$ cat src/rtl/mem_port_arbiter.sv
// Arbitrates a single-port synchronous RAM between instruction fetch (IF) and load/store (D).
// D has priority; a saturating starvation counter forces an IF grant after STARVE_LIMIT D wins.
module mem_port_arbiter #(
    parameter int unsigned ADDR_WIDTH   = 9,
    parameter int unsigned DATA_WIDTH   = 32,
    parameter int unsigned STARVE_LIMIT = 4
) (
    input  logic                    i_clk,
    input  logic                    i_arst,
    input  logic                    i_if_req,
    input  logic [ADDR_WIDTH-1:0]   i_if_addr,
    output logic                    o_if_ack,
    output logic [DATA_WIDTH-1:0]   o_if_rdata,
    input  logic                    i_d_req,
    input  logic                    i_d_we,
    input  logic [DATA_WIDTH/8-1:0] i_d_be,
    input  logic [ADDR_WIDTH-1:0]   i_d_addr,
    input  logic [DATA_WIDTH-1:0]   i_d_wdata,
    output logic                    o_d_ack,
    output logic [DATA_WIDTH-1:0]   o_d_rdata,
    output logic                    o_mem_en,
    output logic [DATA_WIDTH/8-1:0] o_mem_we,
    output logic [ADDR_WIDTH-1:0]   o_mem_addr,
    output logic [DATA_WIDTH-1:0]   o_mem_wdata,
    input  logic [DATA_WIDTH-1:0]   i_mem_rdata,
    output logic                    o_busy
);

    localparam int unsigned BE_W = DATA_WIDTH / 8;
    localparam int unsigned SW   = $clog2(STARVE_LIMIT + 1);

    typedef enum logic [1:0] {
        S_IDLE,
        S_ACCESS,
        S_RDATA,
        S_DONE
    } state_e;

    state_e                state_q, state_d;
    logic                  sel_d_q, sel_d_d;
    logic                  wr_q, wr_d;
    logic [SW-1:0]         starve_q, starve_d;
    logic                  if_ack_q, if_ack_d;
    logic                  d_ack_q, d_ack_d;
    logic [DATA_WIDTH-1:0] if_rdata_q, if_rdata_d;
    logic [DATA_WIDTH-1:0] d_rdata_q, d_rdata_d;
    logic                  mem_en_q, mem_en_d;
    logic [BE_W-1:0]       mem_we_q, mem_we_d;
    logic [ADDR_WIDTH-1:0] mem_addr_q, mem_addr_d;
    logic [DATA_WIDTH-1:0] mem_wdata_q, mem_wdata_d;
    logic                  busy_q, busy_d;
    logic                  grant_if;
    logic                  starved;

    assign starved = (starve_q == SW'(STARVE_LIMIT));

    // Next-state and registered-output logic
    always_comb begin
        state_d     = state_q;
        sel_d_d     = sel_d_q;
        wr_d        = wr_q;
        starve_d    = starve_q;
        if_ack_d    = 1'b0;
        d_ack_d     = 1'b0;
        if_rdata_d  = if_rdata_q;
        d_rdata_d   = d_rdata_q;
        mem_en_d    = 1'b0;
        mem_we_d    = mem_we_q;
        mem_addr_d  = mem_addr_q;
        mem_wdata_d = mem_wdata_q;
        grant_if    = 1'b0;

        case (state_q)
            S_IDLE: begin
                if (i_if_req || i_d_req) begin
                    grant_if = i_if_req && (!i_d_req || starved);
                    sel_d_d  = !grant_if;
                    mem_en_d = 1'b1;
                    state_d  = S_ACCESS;
                    if (grant_if) begin
                        wr_d       = 1'b0;
                        mem_we_d   = '0;
                        mem_addr_d = i_if_addr;
                        starve_d   = '0;
                    end else begin
                        wr_d        = i_d_we;
                        mem_we_d    = i_d_we ? i_d_be : '0;
                        mem_addr_d  = i_d_addr;
                        mem_wdata_d = i_d_wdata;
                        if (i_if_req && !starved) begin
                            starve_d = starve_q + SW'(1);
                        end
                    end
                end
            end
            S_ACCESS: begin
                if (wr_q) begin
                    state_d = S_DONE;
                    d_ack_d = 1'b1;
                end else begin
                    state_d = S_RDATA;
                end
            end
            S_RDATA: begin
                state_d = S_DONE;
                if (sel_d_q) begin
                    d_rdata_d = i_mem_rdata;
                    d_ack_d   = 1'b1;
                end else begin
                    if_rdata_d = i_mem_rdata;
                    if_ack_d   = 1'b1;
                end
            end
            S_DONE: begin
                state_d = S_IDLE;
            end
            default: begin
                state_d = S_IDLE;
            end
        endcase

        busy_d = (state_d != S_IDLE);
    end

    always_ff @(posedge i_clk or posedge i_arst) begin
        if (i_arst) begin
            state_q     <= S_IDLE;
            sel_d_q     <= 1'b0;
            wr_q        <= 1'b0;
            starve_q    <= '0;
            if_ack_q    <= 1'b0;
            d_ack_q     <= 1'b0;
            if_rdata_q  <= '0;
            d_rdata_q   <= '0;
            mem_en_q    <= 1'b0;
            mem_we_q    <= '0;
            mem_addr_q  <= '0;
            mem_wdata_q <= '0;
            busy_q      <= 1'b0;
        end else begin
            state_q     <= state_d;
            sel_d_q     <= sel_d_d;
            wr_q        <= wr_d;
            starve_q    <= starve_d;
            if_ack_q    <= if_ack_d;
            d_ack_q     <= d_ack_d;
            if_rdata_q  <= if_rdata_d;
            d_rdata_q   <= d_rdata_d;
            mem_en_q    <= mem_en_d;
            mem_we_q    <= mem_we_d;
            mem_addr_q  <= mem_addr_d;
            mem_wdata_q <= mem_wdata_d;
            busy_q      <= busy_d;
        end
    end

    assign o_if_ack    = if_ack_q;
    assign o_if_rdata  = if_rdata_q;
    assign o_d_ack     = d_ack_q;
    assign o_d_rdata   = d_rdata_q;
    assign o_mem_en    = mem_en_q;
    assign o_mem_we    = mem_we_q;
    assign o_mem_addr  = mem_addr_q;
    assign o_mem_wdata = mem_wdata_q;
    assign o_busy      = busy_q;

endmodule

$ cat config.mk
export PLATFORM = sky130hd
export DESIGN_NAME = mem_port_arbiter
export DESIGN_NICKNAME = d
export VERILOG_FILES = /design/src/rtl/mem_port_arbiter.sv
export SDC_FILE = /design/constraint.sdc
export NUM_CORES = 1
export LEC_CHECK = 0
export BUFFER_PORTS_ARGS = -buffer_cell sky130_fd_sc_hd__buf_2
export CELL_PAD_IN_SITES_DETAIL_PLACEMENT = 0
export CELL_PAD_IN_SITES_GLOBAL_PLACEMENT = 2
export CORE_ASPECT_RATIO = 0.7
export CORE_MARGIN = 2
export CORE_UTILIZATION = 33
export CTS_BUF_LIST = sky130_fd_sc_hd__clkbuf_4 sky130_fd_sc_hd__clkbuf_8 sky130_fd_sc_hd__clkbuf_16
export DETAILED_ROUTE_END_ITERATION = 7
export PLACE_DENSITY = 0.87
export SLEW_MARGIN = 20
export SYNTH_ARGS = -nofsm -noshare
export SYNTH_HDL_FRONTEND = slang
export SYNTH_SLANG_ARGS = --single-unit
$ cat constraint.sdc
create_clock -name i_clk -period 9.7 [get_ports i_clk]
set_input_delay 0.485 -clock i_clk [delete_from_list [all_inputs] [get_ports i_clk]]
set_output_delay 0.485 -clock i_clk [all_outputs]
set_load 0.005 [all_outputs]
==> reports/metrics.yaml <==
finish:
  final_cell_mix: "buf_2, dfrtp_1, mux2_2"
  syn2layout_area_growth_pct: 38.04
  final_common_cell: "buf_2"
  finalInstanceArea_mm2: 0.006525
  drive_gt1_share_pct: 63.98
  nNetsFinal: 617
  utilization_pct: 46.73
synth:
  synth-xor-area-share_pct: 0
  synthAdderAreaFrac_pct: 1.588
  synth_top_cell_by_area: "dfrtp_1"
  yosysUniqueCellTypes: 30
  avgSynthCellArea_um2: 15.25
  synth_top_family_by_area: "multiplexers"
  yosysWarnings: 0
  ys_seq_elements: 120
  synth_compound_area_share_pct: 3.997
  syn_area_mm2: 0.004727
  synth_nets: 407
  synth_top_cells_by_area: "dfrtp_1, mux2_2, mux2_4"
  synth_seq_area_share_pct: 63.53
  synthMuxAreaShare_pct: 23.98
  syn_inst: 310
  synth_top_area_share_pct: 63.53
  post_synth_and_or_nand_nor_area_fraction_pct: 4.103
min_path:
  min_path_type: "input port to async pin"
drt:
  drt_wl_total_um: 11220
  wl_met3_um: 767
  wl_met2_um: 5025
  dr.pass1.iters: 4
  drc: 0
  viasPerCell: 4.561
  drt_iter0_drc: 106
  ant_nets: 0
  vias: 3302
  wl_per_cell_um: 15.50
  drt-met1-wl_um: 5274
  topRoutingLayerUsed: "met4"
placement:
  place_congestion: 0.7633
  dp_hpwl_um: 8133
  placed_cell_area_mm2: 0.005918
  io_buffers: 203
floorplanning:
  die_h_um: 104.1
  initial_core_util_pct: 33.85
  io_pins: 204
  core_mm2: 0.01396
  dieWidth_um: 147.1
  rows: 36
  die-area_mm2: 0.01531
pwr:
  p_total_mw: 2.319
  max-vdd-ir-drop_mv: 0.1454
  p_leak_nw: 3.185
  powerDensity_mw_per_mm2: 355.3
sta:
  fmax_mhz: 386.1
  setup_viol: 0
  slew_headroom_pct: 40.25
  fin_crit_ps: 2590
  min_period_over_period_pct: 26.70
  finalSetupTns_ps: 0
  fin_hold_ws_ps: 165.4
  tightest_slew_ps: 896.2
  grt_setup_unrepaired: "false"
  skew_ps: 7.870
  finalHoldViolCount: 0
  final-max-slew-violation-count: 0
grt:
  grt_usage_pct: 15.06
  grt_pass1_vias: 3536
  grt_pass1_wl_um: 18470
  grt_max_degree: 71
  antenna_found_initial: 1
  overflow: 0
clock_network:
  postCtsHoldBufs: 0
  post_cts_buffers: 0
  htreeDepth: 4
  clock-sinks: 120
  clk_pin_slew_ps: 60
  ctsResizeCount: 0
  cts_root_buf: "clkbuf_16"
  clk_latency_ps: 400
  clockBufferDepth: 2
  cts_buffers: 17
  cts_tree: "done"
worst_setup_path:
  cp-end-kind: "register"
  crit_type: "register to register"
  path_delay_family: "buffers and inverters"
  required_ps: 9980
  critPathArrivalTime_ps: 2870
  path_cells: "inv_1 > ha_1 > nand2_1 > a31oi_4 > buf_4 > mux2_2"
  slowest_delay_ps: 480
  crit_slowest_cell: "ha_1"
  critPathMaxFanout: 29
  cp-start-kind: "register"
  critPathBufInv: 2
flow_run:
  cap_violations: 0
outcome:
  status: "completed"
## final timing paths
path                       cells past startpoint     startpoint  slack (ps)               to
max                                            6     state_q[0]        7110   o_mem_wdata[4]
min                                            2         i_arst         170   o_if_rdata[22]
max reg2reg                                    6     state_q[0]        7110   o_mem_wdata[4]
min reg2reg                                    1   o_d_rdata[9]         500     o_d_rdata[9]
max in group asynchronous                      3         i_arst        8190    o_d_rdata[11]
min in group i_clk                             2  i_d_wdata[30]         320  o_mem_wdata[30]
## kinds of logic (layout without fill, tap and decap cells)
family | Yosys count | in the layout
mux | 96 | 96
buf+inv | 23 | 246
fa+ha+maj | 6 | 6
compound gates | 24 | 24
simple gates | 41 | 41
flops | 120 | 120
other cells | 0 | 1
## worst reg2reg max path, stage by stage, from the launching register on
cell and delay (ps):
dfrtp_1 400, inv_1 120, ha_1 480, nand2_1 180
a31oi_4 410, buf_4 460, mux2_2 420
## power by group
part	switching, mW	total [mW]	internal, mW
registers	0.127	0.884	0.757
logic	0.338	0.798	0.461
clock network	0.228	0.636	0.408
## cell type report
type,instances,area [um^2]
diodes,1,2.502
clock inverters,14,171.4
multi-input cells,167,1603
well taps,190,237.7
clock buffers,18,432.9
fillers,1282,7438
inverters,7,28.78
flip-flops and latches,120,3003
repair buffers,207,1046
## flip-flops by register name (all words and copies together) (netlist names), 2 cells and up
name	count
o_d_rdata	32
o_mem_addr	9
o_if_rdata	32
o_mem_we	4
o_mem_wdata	32
state_q	2
starve_q	3
## per-layer routing
metal,vias up,GRT usage [%]
met1,1620,21.02
met3,14,4.079
met2,139,22.50
met4,0,5.563
li1,1529,-
met5,-,0
## synth_stat cells (all sizes together)
master	n
a21bo	1
a21boi	1
a21o	2
a22o	1
a22oi	1
a31oi	1
a32o	4
and2	1
buf	13
clkbuf	3
dfrtp	120
ha	6
inv	7
mux2	96
nand2	23
nand2b	1
nand3	1
nand4	10
nor2	1
nor3	2
nor3b	1
o211ai	9
o21ai	4
or2	1
## metrics by stage
| stage | instances | setup WS, ps |
|---|---|---|
| floorplan | 310 | 6029 |
| global placement | 691 | 7266 |
| detailed placement | 691 | 7102 |
| CTS | 723 | 7060 |
| global route | 723 | 6891 |
| finish | 724 | 7110 |
Note: power is estimated with default switching activity, not from simulation.
